[src/rtl/theater_pkg.sv]
// Shared constants for the theater input conditioner: debounce default,
// switch/sensor bit positions, reset levels and a small popcount helper.
package theater_pkg;

    localparam int DB_CYCLES_DEFAULT = 32'd16;

    localparam int PM_IDX = 32'd0;
    localparam int MM_IDX = 32'd1;
    localparam int SM_IDX = 32'd2;
    localparam int HM_IDX = 32'd3;

    localparam int TL_IDX = 32'd0;
    localparam int TC_IDX = 32'd1;
    localparam int TR_IDX = 32'd2;

    localparam logic SW_RST  = 1'b0;
    localparam logic SNS_RST = 1'b1;

    // Number of set bits in a 4-bit group; sensors pad their top bit with 0.
    function automatic logic [2:0] popcount4(input logic [3:0] v);
        return {2'b00, v[0]} + {2'b00, v[1]} + {2'b00, v[2]} + {2'b00, v[3]};
    endfunction

endpackage

[src/rtl/debounce_bit.sv]
// One input path: two-flop synchronizer followed by a consecutive-cycle
// debouncer whose stable value only moves after DB_CYCLES agreeing samples.
module debounce_bit #(
    parameter int   DB_CYCLES = 32'd16,
    parameter logic RST_VAL   = 1'b0
) (
    input  logic clk,
    input  logic rst,
    input  logic din,
    output logic dout
);
    localparam int CW = $clog2(DB_CYCLES + 32'd1);
    localparam logic [CW-1:0] CNT_MAX  = CW'(DB_CYCLES - 32'd1);
    localparam logic [CW-1:0] CNT_ZERO = CW'(32'd0);
    localparam logic [CW-1:0] CNT_ONE  = CW'(32'd1);

    logic          meta_r;
    logic          sync_r;
    logic          db_r;
    logic [CW-1:0] cnt_r;

    // Synchronize, then count consecutive disagreeing samples before accepting them.
    always_ff @(posedge clk) begin
        if (rst) begin
            meta_r <= RST_VAL;
            sync_r <= RST_VAL;
            db_r   <= RST_VAL;
            cnt_r  <= CNT_ZERO;
        end else begin
            meta_r <= din;
            sync_r <= meta_r;
            if (sync_r == db_r) begin
                cnt_r <= CNT_ZERO;
            end else if (cnt_r == CNT_MAX) begin
                db_r  <= sync_r;
                cnt_r <= CNT_ZERO;
            end else begin
                cnt_r <= cnt_r + CNT_ONE;
            end
        end
    end

    assign dout = db_r;

endmodule

[src/rtl/theater_input_conditioner.sv]
// Debounces panel switches and active-low spotlight sensors, then enforces
// one-hot-or-none on each group. Define THEATER_FAULT_STICKY_EN to latch faults until reset.
module theater_input_conditioner
    import theater_pkg::*;
#(
    parameter int DB_CYCLES = DB_CYCLES_DEFAULT
) (
    input  logic clk,
    input  logic rst,
    input  logic raw_sysen,
    input  logic raw_pm,
    input  logic raw_mm,
    input  logic raw_sm,
    input  logic raw_hm,
    input  logic raw_tl_n,
    input  logic raw_tc_n,
    input  logic raw_tr_n,
    output logic sys_en,
    output logic pm,
    output logic mm,
    output logic sm,
    output logic hm,
    output logic tl_n,
    output logic tc_n,
    output logic tr_n,
    output logic mode_fault,
    output logic sns_fault
);
    logic       db_sysen_s;
    logic [3:0] raw_mode_s;
    logic [3:0] db_mode_s;
    logic [2:0] raw_sns_n_s;
    logic [2:0] db_sns_n_s;
    logic [2:0] sns_act_s;

    logic [3:0] mode_nxt_s;
    logic [3:0] last_mode_nxt_s;
    logic       mode_conf_s;
    logic       mode_fault_nxt_s;
    logic [2:0] sns_act_nxt_s;
    logic [2:0] last_sns_nxt_s;
    logic       sns_conf_s;
    logic       sns_fault_nxt_s;

    logic       sys_en_r;
    logic [3:0] mode_r;
    logic [3:0] last_mode_r;
    logic [2:0] sns_n_r;
    logic [2:0] last_sns_r;
    logic       mode_fault_r;
    logic       sns_fault_r;

    assign raw_mode_s[PM_IDX]  = raw_pm;
    assign raw_mode_s[MM_IDX]  = raw_mm;
    assign raw_mode_s[SM_IDX]  = raw_sm;
    assign raw_mode_s[HM_IDX]  = raw_hm;
    assign raw_sns_n_s[TL_IDX] = raw_tl_n;
    assign raw_sns_n_s[TC_IDX] = raw_tc_n;
    assign raw_sns_n_s[TR_IDX] = raw_tr_n;

    debounce_bit #(.DB_CYCLES(DB_CYCLES), .RST_VAL(SW_RST)) u_db_sysen (
        .clk(clk), .rst(rst), .din(raw_sysen), .dout(db_sysen_s)
    );

    for (genvar gi = 0; gi < 4; gi++) begin : g_mode
        debounce_bit #(.DB_CYCLES(DB_CYCLES), .RST_VAL(SW_RST)) u_db (
            .clk(clk), .rst(rst), .din(raw_mode_s[gi]), .dout(db_mode_s[gi])
        );
    end

    for (genvar gi = 0; gi < 3; gi++) begin : g_sns
        debounce_bit #(.DB_CYCLES(DB_CYCLES), .RST_VAL(SNS_RST)) u_db (
            .clk(clk), .rst(rst), .din(raw_sns_n_s[gi]), .dout(db_sns_n_s[gi])
        );
    end

    // Sensors are validated in active-high form so both groups share one rule.
    assign sns_act_s = ~db_sns_n_s;

    // Validate each group: none passes as all-off, one passes and is remembered, more holds the memory.
    always_comb begin
        mode_nxt_s      = 4'b0000;
        last_mode_nxt_s = last_mode_r;
        mode_conf_s     = 1'b0;
        case (popcount4(db_mode_s))
            3'd0: begin
                mode_nxt_s = 4'b0000;
            end
            3'd1: begin
                mode_nxt_s      = db_mode_s;
                last_mode_nxt_s = db_mode_s;
            end
            default: begin
                mode_nxt_s  = last_mode_r;
                mode_conf_s = 1'b1;
            end
        endcase

        sns_act_nxt_s  = 3'b000;
        last_sns_nxt_s = last_sns_r;
        sns_conf_s     = 1'b0;
        case (popcount4({1'b0, sns_act_s}))
            3'd0: begin
                sns_act_nxt_s = 3'b000;
            end
            3'd1: begin
                sns_act_nxt_s  = sns_act_s;
                last_sns_nxt_s = sns_act_s;
            end
            default: begin
                sns_act_nxt_s = last_sns_r;
                sns_conf_s    = 1'b1;
            end
        endcase

`ifdef THEATER_FAULT_STICKY_EN
        mode_fault_nxt_s = mode_fault_r | mode_conf_s;
        sns_fault_nxt_s  = sns_fault_r | sns_conf_s;
`else
        mode_fault_nxt_s = mode_conf_s;
        sns_fault_nxt_s  = sns_conf_s;
`endif
    end

    // Output, last-legal-pattern and fault registers.
    always_ff @(posedge clk) begin
        if (rst) begin
            sys_en_r     <= SW_RST;
            mode_r       <= 4'b0000;
            last_mode_r  <= 4'b0000;
            sns_n_r      <= 3'b111;
            last_sns_r   <= 3'b000;
            mode_fault_r <= 1'b0;
            sns_fault_r  <= 1'b0;
        end else begin
            sys_en_r     <= db_sysen_s;
            mode_r       <= mode_nxt_s;
            last_mode_r  <= last_mode_nxt_s;
            sns_n_r      <= ~sns_act_nxt_s;
            last_sns_r   <= last_sns_nxt_s;
            mode_fault_r <= mode_fault_nxt_s;
            sns_fault_r  <= sns_fault_nxt_s;
        end
    end

    assign sys_en     = sys_en_r;
    assign pm         = mode_r[PM_IDX];
    assign mm         = mode_r[MM_IDX];
    assign sm         = mode_r[SM_IDX];
    assign hm         = mode_r[HM_IDX];
    assign tl_n       = sns_n_r[TL_IDX];
    assign tc_n       = sns_n_r[TC_IDX];
    assign tr_n       = sns_n_r[TR_IDX];
    assign mode_fault = mode_fault_r;
    assign sns_fault  = sns_fault_r;

endmodule

[config.mk]
export PLATFORM = sky130hd
export DESIGN_NAME = theater_input_conditioner
export DESIGN_NICKNAME = d
export VERILOG_FILES = /design/src/rtl/theater_pkg.sv /design/src/rtl/debounce_bit.sv /design/src/rtl/theater_input_conditioner.sv
export SDC_FILE = /design/constraint.sdc
export NUM_CORES = 1
export LEC_CHECK = 0
export CORE_ASPECT_RATIO = 1.1
export CORE_MARGIN = 2
export CORE_UTILIZATION = 28
export DETAILED_ROUTE_END_ITERATION = 12
export PLACE_DENSITY_LB_ADDON = 0.1
export SYNTH_ARGS = -nofsm -noshare
export SYNTH_HDL_FRONTEND = slang
export SYNTH_SLANG_ARGS = --single-unit
[constraint.sdc]
create_clock -name clk -period 2.9 [get_ports clk]
set_input_delay 0.29 -clock clk [delete_from_list [all_inputs] [get_ports clk]]
set_output_delay 0.29 -clock clk [all_outputs]
set_load 0.005 [all_outputs]
==> out/summary.txt, run 1 <==
==========================================================================================
Run status .................................................................. finished clean
Count of state elements after synthesis .....................................           81
Number of buffers added on ports ............................................           19
Horizontal die dimension ....................................................       102 µm
TritonCTS clock tree ........................................................          yes
CTS Hold Buffers Added ......................................................            0
Clk Latency, worst-skew pair ................................................       330 ps
Clock edge transition at the registers on the reported setup and hold paths .        60 ps
Max IR drop VDD .............................................................       224 µV
Layout cells sized above 1 ..................................................        10.1%
Number of buffers added by the clock tree synthesis step ....................            9
Lkg Pwr .....................................................................   0.00137 µW
Die span in y ...............................................................       112 µm
Hold path depth .............................................................            1
ANT cells ...................................................................            0
Library cell appearing most often on the critical path ......................         ha_1
Worst path cell trace ....................................................... fa_1, ha_1, ha_1, or3b_2, nand2_1, a21oi_1
CP startpoint kind ..........................................................         flop
Cells after synthesis .......................................................          285
Total wire length ...........................................................      4380 µm
Count of buffer and inverter cells on the critical path .....................            0
Antenna violations before repair ............................................            0
Die area ....................................................................    11400 µm²
Slew Limit Fails ............................................................            0
Final Hold Viols ............................................................            0
Global-route wire length before repair ......................................      7810 µm
Worst-Margin Slew ...........................................................       480 ps
Family of cells with the greatest summed delay on the critical path .........  adder cells
Avg Vias per Cell ...........................................................         3.99
Slowest-stage cell, CP ......................................................       or3b_2
Multi-input combinational cell area .........................................     1230 µm²
Min cycle time layout .......................................................      2250 ps
Number of fill cells ........................................................         1065
Slew Limit Headroom .........................................................        68.0%
Syn Area/Cell ...............................................................     10.4 µm²
# DRC .......................................................................            0
Area of the mapped netlist ..................................................     2950 µm²
Final setup violation count .................................................            0
Deepest clock path buffer count .............................................            2
I/O pin count ...............................................................           20
GP Congestion ...............................................................        0.646
Most frequent cells in the layout ........................................... dfxtp_1 (81), nor2_1 (51), inv_1 (19), clkdlybuf4s50_1 (19), ha_1 (18)
Setup ws final ..............................................................       654 ps
Number of levels the H-tree was split into ..................................            3
Sum of negative setup slack .................................................         0 ps
Placed wire-length estimate .................................................      2980 µm
Count of synthesis-stage warnings from yosys ................................            0
Detailed-router iteration count before antenna repair .......................            4
NumNets Final ...............................................................          341
Crit path depth .............................................................            6
Worst-case reg-to-reg path depth ............................................            6
Number of global-route vias before repair ...................................         1788
All-layer global routing usage ..............................................        8.84%
Endpoint required time on the critical path .................................      3090 ps
DR vias .....................................................................         1833
Sequential cell area ........................................................     1620 µm²
Clock skew after layout .....................................................      4.93 ps
Number of unique standard cell types used by synthesis ......................           26
Buffer cell driving the clock tree root .....................................    clkbuf_16
Cells resized by post-CTS repair ............................................            0
Most common cell after layout, fill and taps aside ..........................      dfxtp_1
Synthesized netlist net count ...............................................          315
Routed length per instance ..................................................      9.53 µm
Area grow syn2layout ........................................................        23.5%
Maximum fanout encountered on the critical timing path ......................            7
Starting density of the core ................................................        28.5%
Part of the Yosys area used for sequential elements .........................        54.9%
Share of the clock period used by the worst path after layout ...............        77.4%
Worst slack after detailed placement ........................................       674 ps
Antenna viol nets, final ....................................................            0
Highest clock rate ..........................................................      445 MHz
Pwr Density .................................................................   677 nW/µm²
Kind of critical path ....................................................... flop to flop
Maximum cell stage delay along the critical path ............................       520 ps
Total number of placement rows ..............................................           39
Element type at the critical path end .......................................         flop
# clock sinks ...............................................................           81
Unrepaired setup endpoints after global routing .............................           no
Detailed Route Iter0 Violations .............................................           23
Count of maximum capacitance violations .....................................            0
Critical Path AT ............................................................      2430 ps
Pin count of the biggest net entering global routing ........................           50
Number of buffers added for setup after CTS .................................            0
Overall overflow remaining after global route ...............................            0
Core ar. ....................................................................    10300 µm²
Type of the tightest min-delay check ........................................ flop to flop
==========================================================================================
metal layers:
metal,global-route usage [%],part of all wire [%]
met4,4.53,1.5
met3,4.14,3.5
met5,0,0
met1,9.93,47
met2,13.9,48
per-stage QoR:
step	std cells	power [µW]	cell area (µm²)	utilization, %	hold WS, ps
floorplan	285	1190	2950	-	389
global placement	443	1210	3300	31.9	393
detailed placement	443	1210	3300	31.9	400
CTS	459	2510	3650	35.3	415
global route	459	2570	3650	35.3	429
finish	459	2470	3650	35.3	411
where the power goes:
group          internal (µW)  total (µW)  switching [µW]  leakage (µW)
clock                    859        1290             428      0.000172
combinational           26.4        46.6            20.2      0.000540
sequential              1130        1130            6.67      0.000657
flip-flops by register name, summed over array words and instances (netlist names), 3 cells and up:
name	count
g_sns.u_db.sync_r	3
u_db_sysen.cnt_r	5
g_mode.u_db.dout	4
g_mode.u_db.sync_r	4
g_sns.u_db.cnt_r	15
g_sns.u_db.meta_r	3
mode_r	4
g_mode.u_db.meta_r	4
last_sns_r	3
g_mode.u_db.cnt_r	20
last_mode_r	4
g_sns.u_db.dout	3
sns_n_r	3
synth_stat cells:
library cell	instances	share of area (%)
or3b_2	1	0.30
ha_1	18	7.6
a21oi_1	8	1.4
o21ai_0	4	0.68
fa_1	2	1.4
buf_4	1	0.25
nand2b_1	4	0.85
a211oi_1	3	0.76
xor2_1	8	2.4
dfxtp_1	81	55
or2_2	6	1.3
nor3b_1	1	0.25
xnor2_1	16	4.7
nor2b_1	10	2.1
and2b_1	5	1.3
clkbuf_1	1	0.13
a211o_1	3	0.89
and3_1	8	1.7
mux2i_1	5	1.7
o22ai_1	3	0.64
buf_2	3	0.51
nand2_1	8	1.0
nand3_1	8	1.4
inv_1	19	2.4
or3_4	8	3.1
nor2_1	51	6.5
logic make-up (layout without fill, tap and decap cells):
kind of cell | after synthesis | count (layout) | synth area share (%)
flip-flops | 81 | 81 | 54.9
AND/OR/NAND/NOR | 110 | 110 | 19.7
multiplexers | 5 | 5 | 1.69
buffers and inverters | 24 | 55 | 3.30
adder cells (fa/ha/maj) | 20 | 20 | 8.98
XOR/XNOR | 24 | 24 | 7.12
AO/OA/AOI/OAI | 21 | 21 | 4.32
final timing paths:
check | start | end | slack, ps
worst max-delay path | g_mode[1].u_db.dout | last_mode_r[1] | 650
worst min-delay path | g_sns[2].u_db.meta_r | g_sns[2].u_db.sync_r | 410
worst max register to register | g_mode[1].u_db.dout | last_mode_r[1] | 650
worst min register to register | g_sns[2].u_db.meta_r | g_sns[2].u_db.sync_r | 410
cell type report:
cell class / instances / share of cell area, %
Clock buffer: 10 / 6.55
Clock inverter: 6 / 2.88
Inverter: 19 / 1.96
Multi-Input combinational cell: 180 / 33.8
Sequential cell: 81 / 44.5
Tap cell: 143 / 4.91
Timing Repair Buffer: 20 / 5.42
(Power assumes the default switching activity.)
==> inputs of run 2 (changes only) <==
Clock period 2.9 ns to 2.01 ns, I/O delays scaled along.
==> run 2 against run 1 <==
Critical path depth up 2. Sequential share of layout area down 0.88 points. Global-route usage is 0.43 points higher. Register-to-register slack worse by 630 ps. Largest cell class unchanged. Die area unchanged. Sequential power grew 45%. Worst setup slack lost 630 ps. Highest routed layer unchanged.
==> out/summary.txt, run 2 (synthesized netlist as in run 1, its figures left out) <==
==========================================================================================
Critical Path AT ............................................................      2250 ps   -180 ps
Buffer cell driving the clock tree root .....................................    clkbuf_16
Library cell appearing most often on the critical path ......................        buf_6
Number of levels the H-tree was split into ..................................            3   unchanged
Most utilized layer in the global route result ..............................         met2
CP startpoint kind ..........................................................         flop
Horizontal die dimension ....................................................       102 µm   unchanged
Clock edge transition at the registers on the reported setup and hold paths .        60 ps   about the same
Met1 capacity usage during global routing ...................................        10.7%   +0.76 points
Die span in y ...............................................................       112 µm   unchanged
Maximum fanout encountered on the critical timing path ......................            4   -3
Worst slack after detailed placement ........................................     -12.0 ps   -686 ps
Number of buffers added by the clock tree synthesis step ....................            9   unchanged
Area grow syn2layout ........................................................        26.1%
Setup slack of the worst register-to-register path ..........................        30 ps   -630 ps
Routed length per instance ..................................................      9.44 µm   -1.0%
# clock sinks ...............................................................           81   unchanged
Highest clock rate ..........................................................      504 MHz   +13%
Final total power ...........................................................      3180 µW   +29%
Overall overflow remaining after global route ...............................            0   unchanged
Core ar. ....................................................................    10300 µm²   unchanged
Largest register by flop count .............................................. g_mode.u_db.cnt_r
Avg Vias per Cell ...........................................................         4.00   +0.11%
Endpoint required time on the critical path .................................      2280 ps   -810 ps
TritonCTS clock tree ........................................................          yes
Top Registers ............................................................... g_mode.u_db.cnt_r: 20 flops, g_sns.u_db.cnt_r: 15 flops, u_db_sysen.cnt_r: 5 flops
Design Area, Final ..........................................................     3720 µm²   +2.1%
Lkg Pwr .....................................................................   0.00144 µW   +5.1%
Met3 GRT Util ...............................................................        2.95%   -1.2 points
Slew Limit Headroom .........................................................        82.5%   +14 points
Max IR drop VDD .............................................................       410 µV   +83%
Flip-flop count of the largest register, all copies and words added .........           20   unchanged
Slowest-stage cell, CP ......................................................         fa_1
Unrepaired setup endpoints after global routing .............................          yes
Most common cell after layout, fill and taps aside ..........................      dfxtp_1
Deepest clock path buffer count .............................................            2   unchanged
Worst path cell trace ....................................................... fa_1, ha_2, ha_4, buf_6, nor3b_2, buf_6, nand2_4, a21oi_2
Setup ws final ..............................................................      26.9 ps   -627 ps
Pin count of the biggest net entering global routing ........................           50   unchanged
All-layer global routing usage ..............................................        9.28%   +0.43 points
Antenna violations before repair ............................................            0   unchanged
Kind of critical path ....................................................... flop to flop
Clk Latency, worst-skew pair ................................................       330 ps   about the same
Detailed Route Iter0 Violations .............................................           44   +91%
Min cycle time layout .......................................................      1980 ps   -263 ps
Final Hold Viols ............................................................            0   unchanged
Number of global-route vias before repair ...................................         1856   +3.8%
Most frequent cells in the layout ........................................... dfxtp_1 (80), nor2_1 (51), inv_1 (19), clkdlybuf4s50_1 (19)
NumNets Final ...............................................................          348   +2.1%
Starting density of the core ................................................        28.5%   unchanged
CTS Hold Buffers Added ......................................................            0   unchanged
Final setup violation count .................................................            0   unchanged
DR vias .....................................................................         1855   +1.2%
Type of the tightest min-delay check ........................................ flop to flop
Final core utilization ......................................................        36.0%   +0.74 points
Element type at the critical path end .......................................         flop
Die area ....................................................................    11400 µm²   unchanged
GP Congestion ...............................................................        0.687   +6.3%
Count of maximum capacitance violations .....................................            0   unchanged
Placed wire-length estimate .................................................      2960 µm   -0.60%
Pwr Density .................................................................   854 nW/µm²   +26%
Clock skew after layout .....................................................      3.73 ps   -1.20 ps
I/O pin count ...............................................................           20   unchanged
Layout cells sized above 1 ..................................................        15.6%   +5.4 points
Detailed-router iteration count before antenna repair .......................            3   -1
Sequential cell area ........................................................     1620 µm²   about the same
Antenna viol nets, final ....................................................            0   unchanged
Global-route wire length before repair ......................................      8020 µm   +2.7%
Worst-Margin Slew ...........................................................       260 ps   -220 ps
# DRC .......................................................................            0   unchanged
Maximum cell stage delay along the critical path ............................       540 ps   +20 ps
Total number of placement rows ..............................................           39   unchanged
Total wire length ...........................................................      4380 µm   about the same
Run status .................................................................. finished clean
Share of the clock period used by the worst path after layout ...............        98.7%   +21 points
Multi-input combinational cell area .........................................     1320 µm²   +6.7%
ANT cells ...................................................................            0   unchanged
Number of buffers added on ports ............................................           19   unchanged
Slew Limit Fails ............................................................            0   unchanged
Number of fill cells ........................................................         1079   +1.3%
Met2 Resource Use GR ........................................................        13.9%   unchanged
Placed Area .................................................................     3370 µm²   +2.2%
==========================================================================================
run 2: cell types whose count changed in the layout (fill, tap and decap cells not counted), sizes merged:
cell | previous run | this run
clkbuf | 10 | 14
bufinv | 3 | 0
clkinv | 3 | 0
buf | 1 | 8
run 2: timing repair:
action,in CTS,in global routing
setup buffers,0,1
setup endpoints to repair,4,8
pin swaps,0,11
resized for setup,2,19
run 2: metrics by stage:
stage	hold slack, ps	std cells	setup TNS [ps]
after global placement	392	449	0
after floorplan	305	285	0
after detailed placement	397	449	-25.9
final	410	464	0
after global routing	419	464	-320
after CTS	410	463	0
run 2: per-layer routing:
| layer | up-vias | share of wire [%] |
|---|---|---|
| met5 | - | 0 |
| met4 | 0 | 3.7 |
| met3 | 13 | 3.5 |
| met2 | 19 | 45 |
| met1 | 833 | 48 |
| li1 | 990 | - |
run 2: final cells by class:
type	count	area share (%)
well taps	143	4.81
repair buffers	27	7.26
inverters	19	1.92
clock buffers	14	7.09
flip-flops and latches	81	43.6
multi-input cells	180	35.3
run 2: worst paths after layout:
check | cells past startpoint | start | endpoint
setup / recovery | 8 | g_mode[1].u_db.dout | last_mode_r[2]
hold / removal | 1 | g_sns[0].u_db.meta_r | g_sns[0].u_db.sync_r
setup reg to reg | 8 | g_mode[1].u_db.dout | last_mode_r[2]
hold reg to reg | 1 | g_sns[0].u_db.meta_r | g_sns[0].u_db.sync_r
run 2: power by group:
| group | switching [µW] | internal (µW) | total (µW) |
|---|---|---|---|
| Clock | 581 | 891 | 1470 |
| Sequential | 9.23 | 1630 | 1640 |
| Combinational | 31.1 | 40.9 | 72.0 |
run 2: critical path: cells and delay by family (launching register included):
family          cells  cell delay [ps]
simple gates        2              260
fa+ha+maj           3              930
compound gates      1              120
buf+inv             2              280
flops               1              320
==> inputs of run 3 (changes only) <==
Settings changed: CORE_ASPECT_RATIO 1.1 to 0.6, SKIP_LAST_GASP from default to 1.
==> run 3 against run 2 <==
Sequential share of layout area down 0.54 points. Final area up 1.3%. Via count down 1.2%. Sequential cell count unchanged. First-iteration DRC count up 91%. Cell count down 0.65%. Clock skew about the same. Worst hold slack worse by 74 ps. Largest power group is now clock.
==> out/summary.txt, run 3 (synthesized netlist as in run 1, its figures left out) <==
==========================================================================================
Starting density of the core ................................................        29.4%   +0.82 points
Slew Limit Fails ............................................................            0   unchanged
Final core utilization ......................................................        37.5%   +1.5 points
Min cycle time layout .......................................................      1970 ps   -17.6 ps
Pin count of the biggest net entering global routing ........................           29   -42%
Clock edge transition at the registers on the reported setup and hold paths .        60 ps   about the same
CP startpoint kind ..........................................................         flop
Top Registers ............................................................... g_mode.u_db.cnt_r: 20 flops, g_sns.u_db.cnt_r: 15 flops, u_db_sysen.cnt_r: 5 flops
Maximum cell stage delay along the critical path ............................       540 ps   about the same
Worst-Margin Slew ...........................................................       540 ps   +280 ps
GP Congestion ...............................................................        0.728   +6.0%
Type of the tightest min-delay check ........................................ input port to flop
Overall overflow remaining after global route ...............................            0   unchanged
Number of cells in the design after placement ...............................          445   -0.89%
Library cell appearing most often on the critical path ......................        buf_6
Most frequent cells in the layout ........................................... dfxtp_1 (79), nor2_1 (51), inv_1 (19)
Core ar. ....................................................................    10100 µm²   -2.8%
Sum of negative setup slack .................................................         0 ps   unchanged
Kind of critical path ....................................................... flop to flop
Number of levels the H-tree was split into ..................................            3   unchanged
Final setup violation count .................................................            0   unchanged
Placed wire-length estimate .................................................      3270 µm   +10%
ANT cells ...................................................................            0   unchanged
DR vias .....................................................................         1832   -1.2%
Buffer cell driving the clock tree root .....................................    clkbuf_16
Count of maximum capacitance violations .....................................            0   unchanged
Unrepaired setup endpoints after global routing .............................          yes
Detailed-router iteration count before antenna repair .......................            6   +3
Endpoint required time on the critical path .................................      2280 ps   about the same
Slowest-stage cell, CP ......................................................         fa_1
Maximum fanout encountered on the critical timing path ......................            4   unchanged
# clock sinks ...............................................................           81   unchanged
I/O pin count ...............................................................           20   unchanged
Area grow syn2layout ........................................................        27.8%
Largest register by flop count .............................................. g_mode.u_db.cnt_r
Number of buffers added by the clock tree synthesis step ....................            9   unchanged
Global-route wire length before repair ......................................      7910 µm   -1.3%
Die span in y ...............................................................      83.5 µm   -25%
All-layer global routing usage ..............................................        9.14%   -0.13 points
Clock skew after layout .....................................................      3.47 ps   -0.256 ps
Share of the clock period used by the worst path after layout ...............        97.8%   -0.88 points
Worst-case reg-to-reg path depth ............................................            8   unchanged
Layout cells sized above 1 ..................................................        17.2%   +1.6 points
# DRC .......................................................................            0   unchanged
Run status .................................................................. finished clean
Count of buffer and inverter cells on the critical path .....................            2   unchanged
Number of fill cells ........................................................         1006   -6.8%
Number of global-route vias before repair ...................................         1599   -14%
Highest clock rate ..........................................................      509 MHz   +0.90%
Die area ....................................................................    11400 µm²   +0.23%
Critical Path AT ............................................................      2230 ps   -20 ps
Flip-flop count of the largest register, all copies and words added .........           20   unchanged
Max IR drop VDD .............................................................       388 µV   -5.4%
Avg Vias per Cell ...........................................................         3.97   -0.60%
Hold path depth .............................................................            2   +1
Family of cells with the greatest summed delay on the critical path .........  adder cells
Horizontal die dimension ....................................................       137 µm   +34%
Most common cell after layout, fill and taps aside ..........................      dfxtp_1
Clk Latency, worst-skew pair ................................................       330 ps   about the same
Worst path cell trace ....................................................... fa_1, ha_2, ha_4, buf_6, nor3b_4, buf_6, nand2_4, a21oi_2
Pwr Density .................................................................   904 nW/µm²   +5.9%
Detailed Route Iter0 Violations .............................................           84   +91%
Number of buffers added on ports ............................................           19   unchanged
Finished Layout Cells .......................................................          461   -0.65%
NumNets Final ...............................................................          352   +1.1%
Antenna violations before repair ............................................            0   unchanged
Slew Limit Headroom .........................................................        64.0%   -19 points
Routed length per instance ..................................................      10.2 µm   +8.1%
Total number of placement rows ..............................................           28   -28%
Lkg Pwr .....................................................................   0.00147 µW   +2.4%
Total wire length ...........................................................      4700 µm   +7.4%
Final Hold Viols ............................................................            0   unchanged
Element type at the critical path end .......................................         flop
TritonCTS clock tree ........................................................          yes
Deepest clock path buffer count .............................................            2   unchanged
Antenna viol nets, final ....................................................            0   unchanged
Crit path depth .............................................................            8   unchanged
==========================================================================================
[run 3: cell types whose count changed in the layout (fill, tap and decap cells not counted), sizes merged]
cell / previous run / this run
buf: 8 / 13
bufinv: 0 / 2
clkbuf: 14 / 12
clkdlybuf4s50: 19 / 18
clkinv: 0 / 1
[run 3: timing repair]
action / in CTS / in global routing
gates resized for setup: 3 / 18
setup buffers: 0 / 1
gates cloned: 0 / 0
endpoints found under the hold margin: 0 / 0
hold buffers: 0 / 0
pin swaps: 0 / 9
endpoints found under the setup margin: 5 / 8
[run 3: path summary, 6_finish.rpt]
path / slack, ps / startpoint / endpoint
setup / recovery: 40 / g_mode[1].u_db.dout / last_mode_r[0]
hold / removal: 340 / rst / sns_fault
setup reg to reg: 40 / g_mode[1].u_db.dout / last_mode_r[0]
hold reg to reg: 410 / g_sns[2].u_db.meta_r / g_sns[2].u_db.sync_r
[run 3: cell type report]
type	instances	area [µm²]	area share [%]
clock buffers	12	246	6.53
clock inverters	3	65.1	1.72
inverters	19	71.3	1.89
multi-input cells	180	1320	34.8
flip-flops and latches	81	1620	43.0
well taps	135	169	4.48
repair buffers	31	283	7.49
[run 3: per-layer routing]
layer | wire length [µm] | track usage, % | vias to the layer above
met5 | 0 | 0 | -
met1 | 2780 | 13.3 | 804
met3 | 206 | 4.61 | 6
met2 | 1650 | 10.7 | 24
met4 | 67 | 4.26 | 0
li1 | - | - | 998
[run 3: stage by stage]
step | instance area, µm² | setup WS (ps) | hold WS, ps | power, µW
after floorplan | 2970 | 39.1 | 305 | 1710
after CTS | 3700 | 11.1 | 343 | 3470
final | 3770 | 44.5 | 335 | 3410
after global routing | 3770 | -32.5 | 372 | 3560
after detailed placement | 3380 | -18.2 | 395 | 1740
after global placement | 3380 | 18.0 | 396 | 1740
[run 3: power breakdown]
part           total, µW  switching (µW)  internal, µW
logic               72.2            32.5          39.7
registers           1640            9.40          1630
clock network       1700             592          1110
